File: src/rtl/addr_map_rule_pkg.sv
// rtl/addr_map_rule_pkg.sv - shared address-map rule type, commit states and range helper
package addr_map_rule_pkg;

    typedef struct packed {
        logic [31:0] idx;
        logic [31:0] start_addr;
        logic [31:0] end_addr;
    } addr_map_rule_t;

    typedef enum logic [1:0] {
        IDLE,
        DRAIN,
        APPLY
    } addr_map_commit_state_e;

    // End is exclusive, so a rule with start >= end can never match.
    function automatic logic rule_in_range(addr_map_rule_t rule, logic [31:0] addr);
        return (addr >= rule.start_addr) && (addr < rule.end_addr);
    endfunction

endpackage

File: src/rtl/addr_map_rule_match.sv
// rtl/addr_map_rule_match.sv - combinational priority matcher, lowest enabled matching slot wins
module addr_map_rule_match
    import addr_map_rule_pkg::*;
#(
    parameter int          NUM_RULES   = 4,
    parameter logic [31:0] DEFAULT_IDX = 32'd0
) (
    input  addr_map_rule_t       rules [NUM_RULES],
    input  logic [NUM_RULES-1:0] en,
    input  logic [31:0]          addr,
    output logic                 hit,
    output logic [31:0]          idx
);

    // Scanning from the top down lets the lowest-numbered match overwrite the rest.
    always_comb begin
        hit = 1'b0;
        idx = DEFAULT_IDX;
        for (int k = NUM_RULES - 1; k >= 0; k--) begin
            if (en[k] && rule_in_range(rules[k], addr)) begin
                hit = 1'b1;
                idx = rules[k].idx;
            end
        end
    end

endmodule

File: src/rtl/addr_map_rule_table.sv
// rtl/addr_map_rule_table.sv - shadow/active rule tables, commit FSM and registered lookup
module addr_map_rule_table
    import addr_map_rule_pkg::*;
#(
    parameter int          NUM_RULES   = 4,
    parameter logic [31:0] DEFAULT_IDX = 32'd0,
    localparam int         SEL_W       = (NUM_RULES > 1) ? $clog2(NUM_RULES) : 1
) (
    input  logic             clk_i,
    input  logic             rst_i,
    input  logic             rule_we_i,
    input  logic [SEL_W-1:0] rule_sel_i,
    input  addr_map_rule_t   rule_i,
    input  logic             rule_en_i,
    input  logic             commit_i,
    output logic             commit_busy_o,
    output logic             commit_done_o,
    input  logic             req_valid_i,
    output logic             req_ready_o,
    input  logic [31:0]      req_addr_i,
    output logic             rsp_valid_o,
    input  logic             rsp_ready_i,
    output logic [31:0]      rsp_idx_o,
    output logic             rsp_hit_o
);

    addr_map_commit_state_e state, state_next;

    addr_map_rule_t         shadow_rules [NUM_RULES];
    addr_map_rule_t         active_rules [NUM_RULES];
    logic [NUM_RULES-1:0]   shadow_en;
    logic [NUM_RULES-1:0]   active_en;

    logic                   match_hit;
    logic [31:0]            match_idx;
    logic                   req_fire;

    // Rule fields are qualified by the enables, so only the enables need reset.
    always_ff @(posedge clk_i) begin
        for (int k = 0; k < NUM_RULES; k++) begin
            if (rule_we_i && rule_sel_i == SEL_W'(k)) begin
                shadow_rules[k] <= rule_i;
            end
        end
        if (state == APPLY) begin
            active_rules <= shadow_rules;
        end
    end

    // Nonblocking copy gives the active table the pre-write shadow on a collision.
    always_ff @(posedge clk_i or posedge rst_i) begin
        if (rst_i) begin
            shadow_en <= '0;
            active_en <= '0;
        end else begin
            if (state == APPLY) begin
                active_en <= shadow_en;
            end
            for (int k = 0; k < NUM_RULES; k++) begin
                if (rule_we_i && rule_sel_i == SEL_W'(k)) begin
                    shadow_en[k] <= rule_en_i;
                end
            end
        end
    end

    always_ff @(posedge clk_i or posedge rst_i) begin
        if (rst_i) begin
            state <= IDLE;
        end else begin
            state <= state_next;
        end
    end

    always_comb begin
        state_next    = state;
        commit_busy_o = 1'b0;
        commit_done_o = 1'b0;
        case (state)
            IDLE: begin
                if (commit_i) begin
                    state_next = DRAIN;
                end
            end
            DRAIN: begin
                commit_busy_o = 1'b1;
                if (!rsp_valid_o || rsp_ready_i) begin
                    state_next = APPLY;
                end
            end
            APPLY: begin
                commit_busy_o = 1'b1;
                commit_done_o = 1'b1;
                state_next    = IDLE;
            end
            default: state_next = IDLE;
        endcase
    end

    assign req_ready_o = (state == IDLE) && (!rsp_valid_o || rsp_ready_i);
    assign req_fire    = req_valid_i && req_ready_o;

    addr_map_rule_match #(
        .NUM_RULES   (NUM_RULES),
        .DEFAULT_IDX (DEFAULT_IDX)
    ) u_match (
        .rules (active_rules),
        .en    (active_en),
        .addr  (req_addr_i),
        .hit   (match_hit),
        .idx   (match_idx)
    );

    always_ff @(posedge clk_i or posedge rst_i) begin
        if (rst_i) begin
            rsp_valid_o <= 1'b0;
            rsp_hit_o   <= 1'b0;
            rsp_idx_o   <= DEFAULT_IDX;
        end else if (req_fire) begin
            rsp_valid_o <= 1'b1;
            rsp_hit_o   <= match_hit;
            rsp_idx_o   <= match_idx;
        end else if (rsp_ready_i) begin
            rsp_valid_o <= 1'b0;
        end
    end

endmodule

File: config.mk
export PLATFORM = sky130hd
export DESIGN_NAME = addr_map_rule_table
export DESIGN_NICKNAME = d
export VERILOG_FILES = /design/src/rtl/addr_map_rule_pkg.sv /design/src/rtl/addr_map_rule_match.sv /design/src/rtl/addr_map_rule_table.sv
export SDC_FILE = /design/constraint.sdc
export NUM_CORES = 1
export LEC_CHECK = 0
export BUFFER_PORTS_ARGS = -buffer_cell sky130_fd_sc_hd__clkbuf_2
export CORE_ASPECT_RATIO = 0.6
export CORE_MARGIN = 2
export CORE_UTILIZATION = 25
export CTS_CLUSTER_DIAMETER = 150
export DETAILED_ROUTE_END_ITERATION = 12
export PLACE_DENSITY_LB_ADDON = 0.1
export SLEW_MARGIN = 20
export SYNTH_ARGS = -nofsm -noshare
export SYNTH_HDL_FRONTEND = slang
export SYNTH_SLANG_ARGS = --single-unit
File: constraint.sdc
create_clock -name clk_i -period 15 [get_ports clk_i]
set_input_delay 3 -clock clk_i [delete_from_list [all_inputs] [get_ports clk_i]]
set_output_delay 3 -clock clk_i [all_outputs]
set_load 0.02 [all_outputs]
# Word level (Yosys, flattened, before mapping)
# Cells that the tools add are included.
[op_classes]
n_lt_le_gt_ge = 8
eq_ne = 7
mux = 15
reduce_logical = 21
[ops]
columns = ["cell", "n"]
rows = [
  ["$ge A32 B32 Y1", 4],
  ["$lt A32 B32 Y1", 4],
  ["$mux W32", 4],
  ["$logic_and A1 B1 Y1", 14],
  ["$mux W1", 8],
  ["$eq A2 B2 Y1 const B", 3],
  ["$eq A2 B1 Y1 const B", 2],
  ["$logic_not A2 Y1", 2],
  ["$mux W2", 2],
  ["$ne A2 B2 Y1 const B", 2],
  ["$pmux W2 S2", 1],
  ["$reduce_and A2 Y1", 1],
  ["$reduce_bool A2 Y1", 1],
  ["$reduce_or A2 Y1", 1],
  ["$logic_not A1 Y1", 1],
  ["$logic_or A1 B1 Y1", 1],
]
[word_totals]
ff_bits = 812
inputBits = 137

# Logic depth before layout (Yosys ltp)
# Gate-level depths: netlist of the first run.
[depth]
depth_word = 7
ltp_mapped = 12
ltp_nobuf = 10

# Cells and area by module
# A second synthesis of the first run with hierarchy kept.
[hier_totals]
cells_unflattened = 1952
area_unflattened_um2 = 32855.3
[by_module_without_submodules]
columns = ["mod", "n_inst", "cells_each", "area_per_inst_um2", "seq_area_each_um2"]
rows = [
  ["addr_map_rule_table", 1, 880, 24991.5, 24163.2],
  ["addr_map_rule_match", 1, 1072, 7863.8, 0.0],
]

# Least setup slack after synthesis of the first run
# OpenSTA, ideal clock, no wires.
[synth_timing]
path_type = "register to output"
from = "register state[0]"
to = "output port commit_done_o"
arrival_ns = 9.482
required_time_ns = 12.000
path_slack_ns = 2.518
stages_incl_launch_ff = 3
path_buffers = 0
path_cell_list = "dfrtp_1 inv_1 ha_1"
[synth_between]
elab_chain_len = 2
[synth_lines]
columns = ["item", "line", "rtl"]
rows = [
  ["start: declaration", "addr_map_rule_table.sv:27", "addr_map_commit_state_e state, state_next;"],
  ["start signal: assignment", "addr_map_rule_table.sv:71", "state <= state_next;"],
  ["$eq A2 B2 Y1", "addr_map_rule_table.sv:79", "case (state)"],
  ["$mux W1", "addr_map_rule_table.sv:79", ""],
  ["end: declaration", "addr_map_rule_table.sv:17", "output logic commit_done_o,"],
]
# No other way between the ends.

# Worst setup path in the final report of the first run
[layout_timing]
from = "input port req_addr_i[15]"
to = "register rsp_idx_o[15]"
[layout_between]
elab_chain_len = 7
[layout_lines]
columns = ["item", "line", "rtl"]
rows = [
  ["start: declaration", "addr_map_rule_table.sv:20", "input logic [31:0] req_addr_i,"],
  ["$ge A32 B32 Y1 or $lt A32 B32 Y1 (tied branches)", "addr_map_rule_pkg.sv:18", "return (addr >= rule.start_addr) && (addr < rule.end_addr);"],
  ["$logic_and A1 B1 Y1", "addr_map_rule_pkg.sv:18", ""],
  ["$logic_and A1 B1 Y1", "addr_map_rule_match.sv:20", "if (en[k] && rule_in_range(rules[k], addr)) begin"],
  ["$mux W32 (3 in a row)", "addr_map_rule_match.sv:20", ""],
  ["$mux W32 *", "addr_map_rule_match.sv:20", ""],
  ["end signal: assignment", "addr_map_rule_table.sv:122", "rsp_idx_o <= match_idx;"],
  ["end: declaration", "addr_map_rule_table.sv:23", "output logic [31:0] rsp_idx_o,"],
]
# Mark *: on every way between the ends. The rest lies on a longest branch, timed or not.
# A chain may end at the register's enable or synchronous reset.

==> results by group, run 1 <==
Setup path
  • Sort of element at the end of the critical path: register
  • Critical path class: in2reg
  • Crit path launch type: primary input
  • Worst Path Arrival: 7230 ps
  • Register-to-Register Setup Slack: 10520 ps
  • Data required time at the worst endpoint: 15530 ps
  • Peak fanout along the critical path: 34

Route
  • Final antenna-violating net count: 0
  • Wire per inst: 21.6 um
  • Number of design-rule violations left by the first detailed-router iteration: 1106
  • Total via count in the routed design: 16.9k
  • Vias per std cell: 4.21
  • 1st-pass router iterations: 5
  • Drc violations: 0
  • Routed Wire Length: 86.7 mm

Place
  • Sum of net half-perimeters after detailed placement: 55.9 mm
  • Number of buffers added on ports: 173
  • Last weighted congestion value of the routability-driven placer: 0.766

Cells and area
  • Area delta synth->final: 18.6%
  • Number of nets in the layout: 2605
  • Share of layout cells above drive strength 1: 15.8%

Timing
  • Slew of the pin with the lowest slew margin: 1080 ps
  • Setup repair after global routing missed its margin: no
  • Sum Neg Setup Slack: 0 ps
  • Post-route minimum period: 6700 ps
  • Fraction of the cycle the final worst path needs: 44.7%
  • Slew headroom: 27.2%
  • Final Hold Vio Count: 0
  • Number of endpoints failing setup at the final stage: 0
  • Final number of max-transition violations: 0
  • Final worst clock skew: 24.0 ps
  • Max Clk Rate: 149 MHz

Clock tree
  • Setup bufs post-CTS: 0
  • Number of clock sinks seen by CTS: 812
  • Clock Tree Root: clkbuf_16
  • Hold Buf Count CTS: 0
  • CTS H-tree lvls: 3
  • CTS clk-pin slew, worst paths: 60 ps
  • Number of clock buffers inserted by TritonCTS: 88
  • Count of cells resized by post-cts repair: 0
  • Clock latency on the worst-skew pair: 670 ps
  • Maximum number of buffers from clock root to sink: 3
  • Clock tree from TritonCTS: yes

Synthesis
  • Combined area of all synthesized cells: 32400 sq um
  • Cells after Synth: 1960
  • Cell type with the largest total area after synthesis: edfxtp_1
  • Number of synthesized flops with an enable pin: 768
  • Cells taking the most area after synthesis: edfxtp_1 (71%), ha_1 (9.8%), dfrtp_1 (3.4%)
  • Fraction of synthesis flops using an asynchronous set or reset pin: 5.42%
  • Per-instance average area after synthesis: 16.5 sq um
  • Distinct cell type count after synthesis: 62
  • Area share of the largest cell type after synthesis: 71.1%
  • Net count after synthesis: 2352
  • Register area share after synthesis: 74.5%
  • Number of synthesized register bits: 812
  • Primary FF master, synth: edfxtp_1
  • Yosys Warn Count: 0

Pwr
  • Reported net switching power: 1.88 mW
  • Switching Fraction: 28.9%
  • Worst vdd rail ir drop: 0.0853 mV
  • Share of power burned in registers: 47.1%
  • Combinational power share: 18.7%
  • Leakage power figure: 14.7 nW
  • Power density of the placed cells: 169 nW/um^2
  • Pwr Total: 6.50 mW
  • Cell-internal power: 4.62 mW
  • Clock power share: 34.2%

Floorplanning
  • Die area: 133000 sq um
  • Core area: 129000 sq um
  • Vert. Die Dim: 283 um
  • Number of standard-cell rows in the floorplan: 102
  • Die W: 469 um
  • Starting Density: 25.2%
  • I/O pin cnt: 174

Job
  • Max-cap viol count: 0

Global routing
  • Grt ovf: 0
  • Maximum number of pins on one net before global-route repair: 98
  • Initial antenna violation count: 15
  • Global Route Usage Sum: 13.1%
  • Number of global-route vias before repair: 17.5k
  • Wire length of the first global-routing pass: 126 mm

Worst hold path
  • Path class of the lowest-slack min-delay path: reg2reg

Run status
  • Outcome: finished clean
## routing by layer
| layer | share of wire [%] | track usage (%) |
|---|---|---|
| met4 | 2.0 | 3.19 |
| met5 | 0.098 | 0 |
| met1 | 53 | 20.4 |
| met2 | 41 | 18.3 |
| met3 | 3.6 | 2.68 |
## critical path: stages
cell,delay (ps)
clkbuf_2,210
ha_1,380
nand2_1,60
o21ai_0,800
a41oi_1,410
nor4_1,380
or4_1,200
buf_4,480
nand2_2,770
o221ai_1,480
## power groups by stage
stage | registers (mW) | logic (mW) | clock network [mW]
3_5_place_dp | 3.11 | 1.25 | 0
2_1_floorplan | 3.27 | 0.705 | 0
6_report | 3.06 | 1.21 | 2.22
5_1_grt | 3.10 | 1.37 | 2.38
4_1_cts | 3.07 | 1.25 | 2.30
3_3_place_gp | 3.11 | 1.24 | 0
## Yosys cell counts (3+ instances only)
| cell type | instances |
|---|---|
| o2111ai_1 | 3 |
| buf_2 | 10 |
| nor3_1 | 10 |
| o21ai_0 | 49 |
| nor2b_1 | 12 |
| dfrtp_1 | 44 |
| nand2b_1 | 8 |
| nand4_1 | 29 |
| nor4_1 | 8 |
| nand3_1 | 20 |
| nand2_1 | 112 |
| o221ai_2 | 8 |
| nor2_1 | 27 |
| a21o_1 | 19 |
| a21oi_1 | 79 |
| o221ai_1 | 25 |
| and3_1 | 7 |
| a221oi_1 | 4 |
| ha_1 | 255 |
| and4_1 | 10 |
| mux2i_1 | 32 |
| a211oi_1 | 15 |
| o21a_1 | 8 |
| a2bb2oi_1 | 32 |
| buf_6 | 3 |
| clkbuf_1 | 16 |
| and4b_1 | 32 |
| mux2_2 | 8 |
| inv_1 | 257 |
| o211ai_1 | 7 |
| a2111oi_0 | 5 |
| edfxtp_1 | 768 |
## state kept, by name, summed over array words and instances, names as in the netlist
| register | count |
|---|---|
| active_en | 4 |
| active_rules | 384 |
| rsp_hit_o | 1 |
| rsp_idx_o | 32 |
| rsp_valid_o | 1 |
| shadow_en | 4 |
| shadow_rules | 384 |
| state | 2 |
## final timing paths
| kind | startpoint | to | cells after the start |
|---|---|---|---|
| worst max-delay path | req_addr_i[15] | rsp_idx_o[15]$_DFFE_PP0P_ | 10 |
| min in group asynchronous | rst_i | rsp_idx_o[29]$_DFFE_PP0P_ | 3 |
| worst min-delay path | shadow_rules[318]$_DFFE_PP_ | active_rules[318]$_DFFE_PP_ | 0 |
| worst min register to register | shadow_rules[318]$_DFFE_PP_ | active_rules[318]$_DFFE_PP_ | 0 |
| max in group asynchronous | rst_i | rsp_idx_o[3]$_DFFE_PP0P_ | 3 |
| worst max register to register | active_rules[301]$_DFFE_PP_ | rsp_idx_o[15]$_DFFE_PP0P_ | 10 |
## final cells by class
class	count	area, sq um
Clock buffer	110	2320
Inverter	257	965
Clock inverter	55	608
Timing Repair Buffer	196	1050
Antenna cell	7	17.5
Multi-Input combinational cell	858	7190
Fill cell	12800	90400
Tap cell	1716	2150
Sequential cell	812	24200
## kinds of logic after synthesis
kind of cell | after synthesis | share of synthesized area, %
flops | 812 | 74.5
buf+inv | 290 | 3.51
simple gates | 289 | 4.94
compound gates | 274 | 5.93
fa+ha+maj | 255 | 9.84
mux | 40 | 1.27
## stage by stage
step | area, sq um | hold slack [ps] | setup slack (ps) | util, % | instances
2_1_floorplan | 32400 | 400 | 2520 | - | 1960
3_3_place_gp | 35500 | 401 | 7500 | 27.5 | 3838
3_5_place_dp | 35500 | 405 | 7510 | 27.6 | 3839
4_1_cts | 38400 | 411 | 8220 | 29.8 | 4004
5_1_grt | 38500 | 414 | 8000 | 29.8 | 4007
6_report | 38500 | 409 | 8300 | 29.8 | 4011
## cells in the final DEF, fill, tap and decap left out, drive strengths merged, types with 6 or more instances in the layout
master / synthesis / final
a2111oi: 7 / 7
a211oi: 15 / 15
a21o: 19 / 19
a21oi: 80 / 80
a2bb2oi: 32 / 32
and3: 7 / 7
and4: 10 / 10
and4b: 32 / 32
buf: 15 / 23
bufinv: 0 / 11
clkbuf: 18 / 283
clkinv: 0 / 32
clkinvlp: 0 / 6
dfrtp: 44 / 44
diode: 0 / 7
edfxtp: 768 / 768
ha: 255 / 255
inv: 257 / 263
mux2: 8 / 8
mux2i: 32 / 32
nand2: 113 / 113
nand2b: 9 / 9
nand3: 20 / 20
nand4: 29 / 29
nor2: 27 / 27
nor2b: 12 / 12
nor3: 10 / 10
nor4: 8 / 8
o211ai: 7 / 7
o21a: 8 / 8
o21ai: 50 / 50
o221ai: 33 / 33
Power figures use the tool's default switching activity.
==> run 2, diff against run 1 <==
clock period = 5.9 ns   (was 15 ns; I/O delays follow)
==> run 2 against run 1 <==
  * First-iteration DRC count grew 0.36%
  * Via count rose by 0.55%
  * Critical path depth is 2 higher
  * Non-clock buffer count grew 8
  * Utilization is 0.059 points higher
  * Flip-flop and latch count is the same
  * Design area up 0.20%
  * Clock power grew to 2.5 times the previous value
  * Setup slack worse by 7200 ps
  * Critical endpoint is now rsp_idx_o[2]$_DFFE_PP0P_
==> results by group, run 2 (synthesis results as in run 1) <==
Setup path
  • Cell-by-cell listing of the critical path: clkbuf_2, ha_1, and4_1, nand2_1, o21ai_0, nor4_1, buf_4, nor4_1, or4_1, buf_4, a2bb2oi_1, o221ai_1
  • Worst Path Arrival: 5300 ps
  • Max stage delay on crit path: 690 ps
  • Critical path class: in2reg
  • Data required time at the worst endpoint: 6410 ps
  • Peak fanout along the critical path: 32
  • Category of cells accounting for the largest share of critical-path delay: simple AND/OR/NAND/NOR gates
  • CP Buf/Inv Count: 3
  • Crit path launch type: primary input
  • Master of the slowest instance on the critical path: o21ai_0
  • Sort of element at the end of the critical path: register

Clock tree
  • CTS clk-pin slew, worst paths: 60 ps
  • Hold Buf Count CTS: 0
  • Maximum number of buffers from clock root to sink: 3
  • Clock latency on the worst-skew pair: 680 ps
  • Clock Tree Root: clkbuf_16
  • Setup bufs post-CTS: 0
  • Number of clock buffers inserted by TritonCTS: 86
  • Count of cells resized by post-cts repair: 0
  • Number of clock sinks seen by CTS: 812
  • CTS H-tree lvls: 3
  • Clock tree from TritonCTS: yes

Place
  • Placement Setup Slack: 262 ps
  • Sum of net half-perimeters after detailed placement: 55.6 mm
  • Total instance count after detailed placement: 3847
  • Last weighted congestion value of the routability-driven placer: 0.765
  • Number of buffers added on ports: 173

Route
  • Total via count in the routed design: 17.0k
  • Routed Wire Length: 87.1 mm
  • Final antenna-violating net count: 0
  • 1st-pass router iterations: 5
  • Drc violations: 0
  • Wire per inst: 21.7 um
  • Vias per std cell: 4.23
  • Number of design-rule violations left by the first detailed-router iteration: 1110

Floorplanning
  • Number of standard-cell rows in the floorplan: 102
  • Starting Density: 25.2%
  • Die W: 469 um
  • I/O pin cnt: 174
  • Vert. Die Dim: 283 um
  • Core area: 129000 sq um
  • Die area: 133000 sq um

Job
  • Max-cap viol count: 0

Global routing
  • Wire length of the first global-routing pass: 127 mm
  • Global Route Usage Sum: 13.2%
  • Grt ovf: 0
  • Initial antenna violation count: 15
  • Number of global-route vias before repair: 17.8k
  • Maximum number of pins on one net before global-route repair: 140

Timing
  • Setup repair after global routing missed its margin: no
  • Slew of the pin with the lowest slew margin: 978 ps
  • Final number of max-transition violations: 0
  • Final worst clock skew: 32.4 ps
  • Final Hold Vio Count: 0
  • Number of endpoints failing setup at the final stage: 0
  • Fraction of the cycle the final worst path needs: 81.2%
  • Worst Slack Setup Final: 1110 ps
  • Post-route minimum period: 4790 ps
  • Slew headroom: 34.5%
  • Max Clk Rate: 209 MHz
  • Sum Neg Setup Slack: 0 ps

Cells and area
  • Most frequent standard cell in the layout excluding fill and tap cells: edfxtp_1
  • Share of layout cells above drive strength 1: 16.1%
  • Number of nets in the layout: 2611
  • Area delta synth->final: 18.9%
  • Top library cells by usage in the layout, fill and taps aside: edfxtp_1 (768), inv_1 (256), ha_1 (254), clkbuf_2 (173), nand2_1 (111)
  • Post-route core utilization: 29.9%
  • Largest regs: active_rules x384, shadow_rules x384, rsp_idx_o x32
  • Cell Count, Final, Fillers Out: 4008

Pwr
  • Leakage power figure: 14.8 nW
  • Power density of the placed cells: 427 nW/um^2
  • Worst vdd rail ir drop: 0.256 mV

Worst hold path
  • Path class of the lowest-slack min-delay path: reg2reg

Run status
  • Outcome: finished clean
run 2: changes by cell type in the layout (fill, tap and decap cells not counted), sizes merged:
cell / change
inv: -2
bufinv: -1
clkinv: +7
diode: -4
clkinvlp: +2
buf: +8
clkbuf: -13
run 2: power breakdown:
group	leakage [nW]	total, mW	switching [mW]	internal, mW
combinational	5.73	3.10	2.12	0.980
clock	1.38	5.55	2.40	3.15
sequential	7.67	7.79	0.300	7.49
run 2: path summary, 6_finish.rpt:
check	from	to	slack (ps)	cells past startpoint
worst min-delay path	shadow_rules[178]$_DFFE_PP_	active_rules[178]$_DFFE_PP_	400	0
max in group asynchronous	rst_i	rsp_idx_o[14]$_DFFE_PP0P_	4680	3
min in group asynchronous	rst_i	state[0]$_DFFE_PP0P_	710	3
worst max-delay path	req_addr_i[11]	rsp_idx_o[2]$_DFFE_PP0P_	1110	12
worst max register to register	active_rules[299]$_DFFE_PP_	rsp_idx_o[2]$_DFFE_PP0P_	1540	12
worst min register to register	shadow_rules[178]$_DFFE_PP_	active_rules[178]$_DFFE_PP_	400	0
run 2: through the flow:
stage	total power, mW	area, sq um	hold slack (ps)
5_1_grt	17.4	38500	411
3_3_place_gp	11.1	35600	400
4_1_cts	16.8	38500	408
3_5_place_dp	11.1	35700	405
6_report	16.4	38500	404
2_1_floorplan	9.80	32400	400
run 2: area by class of cell:
class                   instances  area, sq um
repair buffers                204         1190
inverters                     257          965
diodes                          3         7.51
fillers                     12800        90400
well taps                    1716         2150
clock buffers                  97         2190
clock inverters                61          684
multi-input cells             858         7190
flip-flops and latches        812        24200
run 2: metal layers:
metal | vias to the layer above | global-route usage [%] | part of all wire [%]
met2 | 271 | 18.6 | 41
li1 | 7965 | - | -
met5 | - | 0 | 0.067
met4 | 10 | 3.31 | 2.1
met1 | 8580 | 20.5 | 53
met3 | 145 | 2.67 | 3.7
run 2: worst reg2reg max path: stages, from the launching register on:
cell	delay, ps
edfxtp_1	320
inv_1	60
ha_1	310
and4_1	370
nand2_1	200
o21ai_0	690
nor4_1	240
buf_4	200
nor4_1	510
or4_1	360
buf_4	520
a2bb2oi_1	260
o221ai_1	150
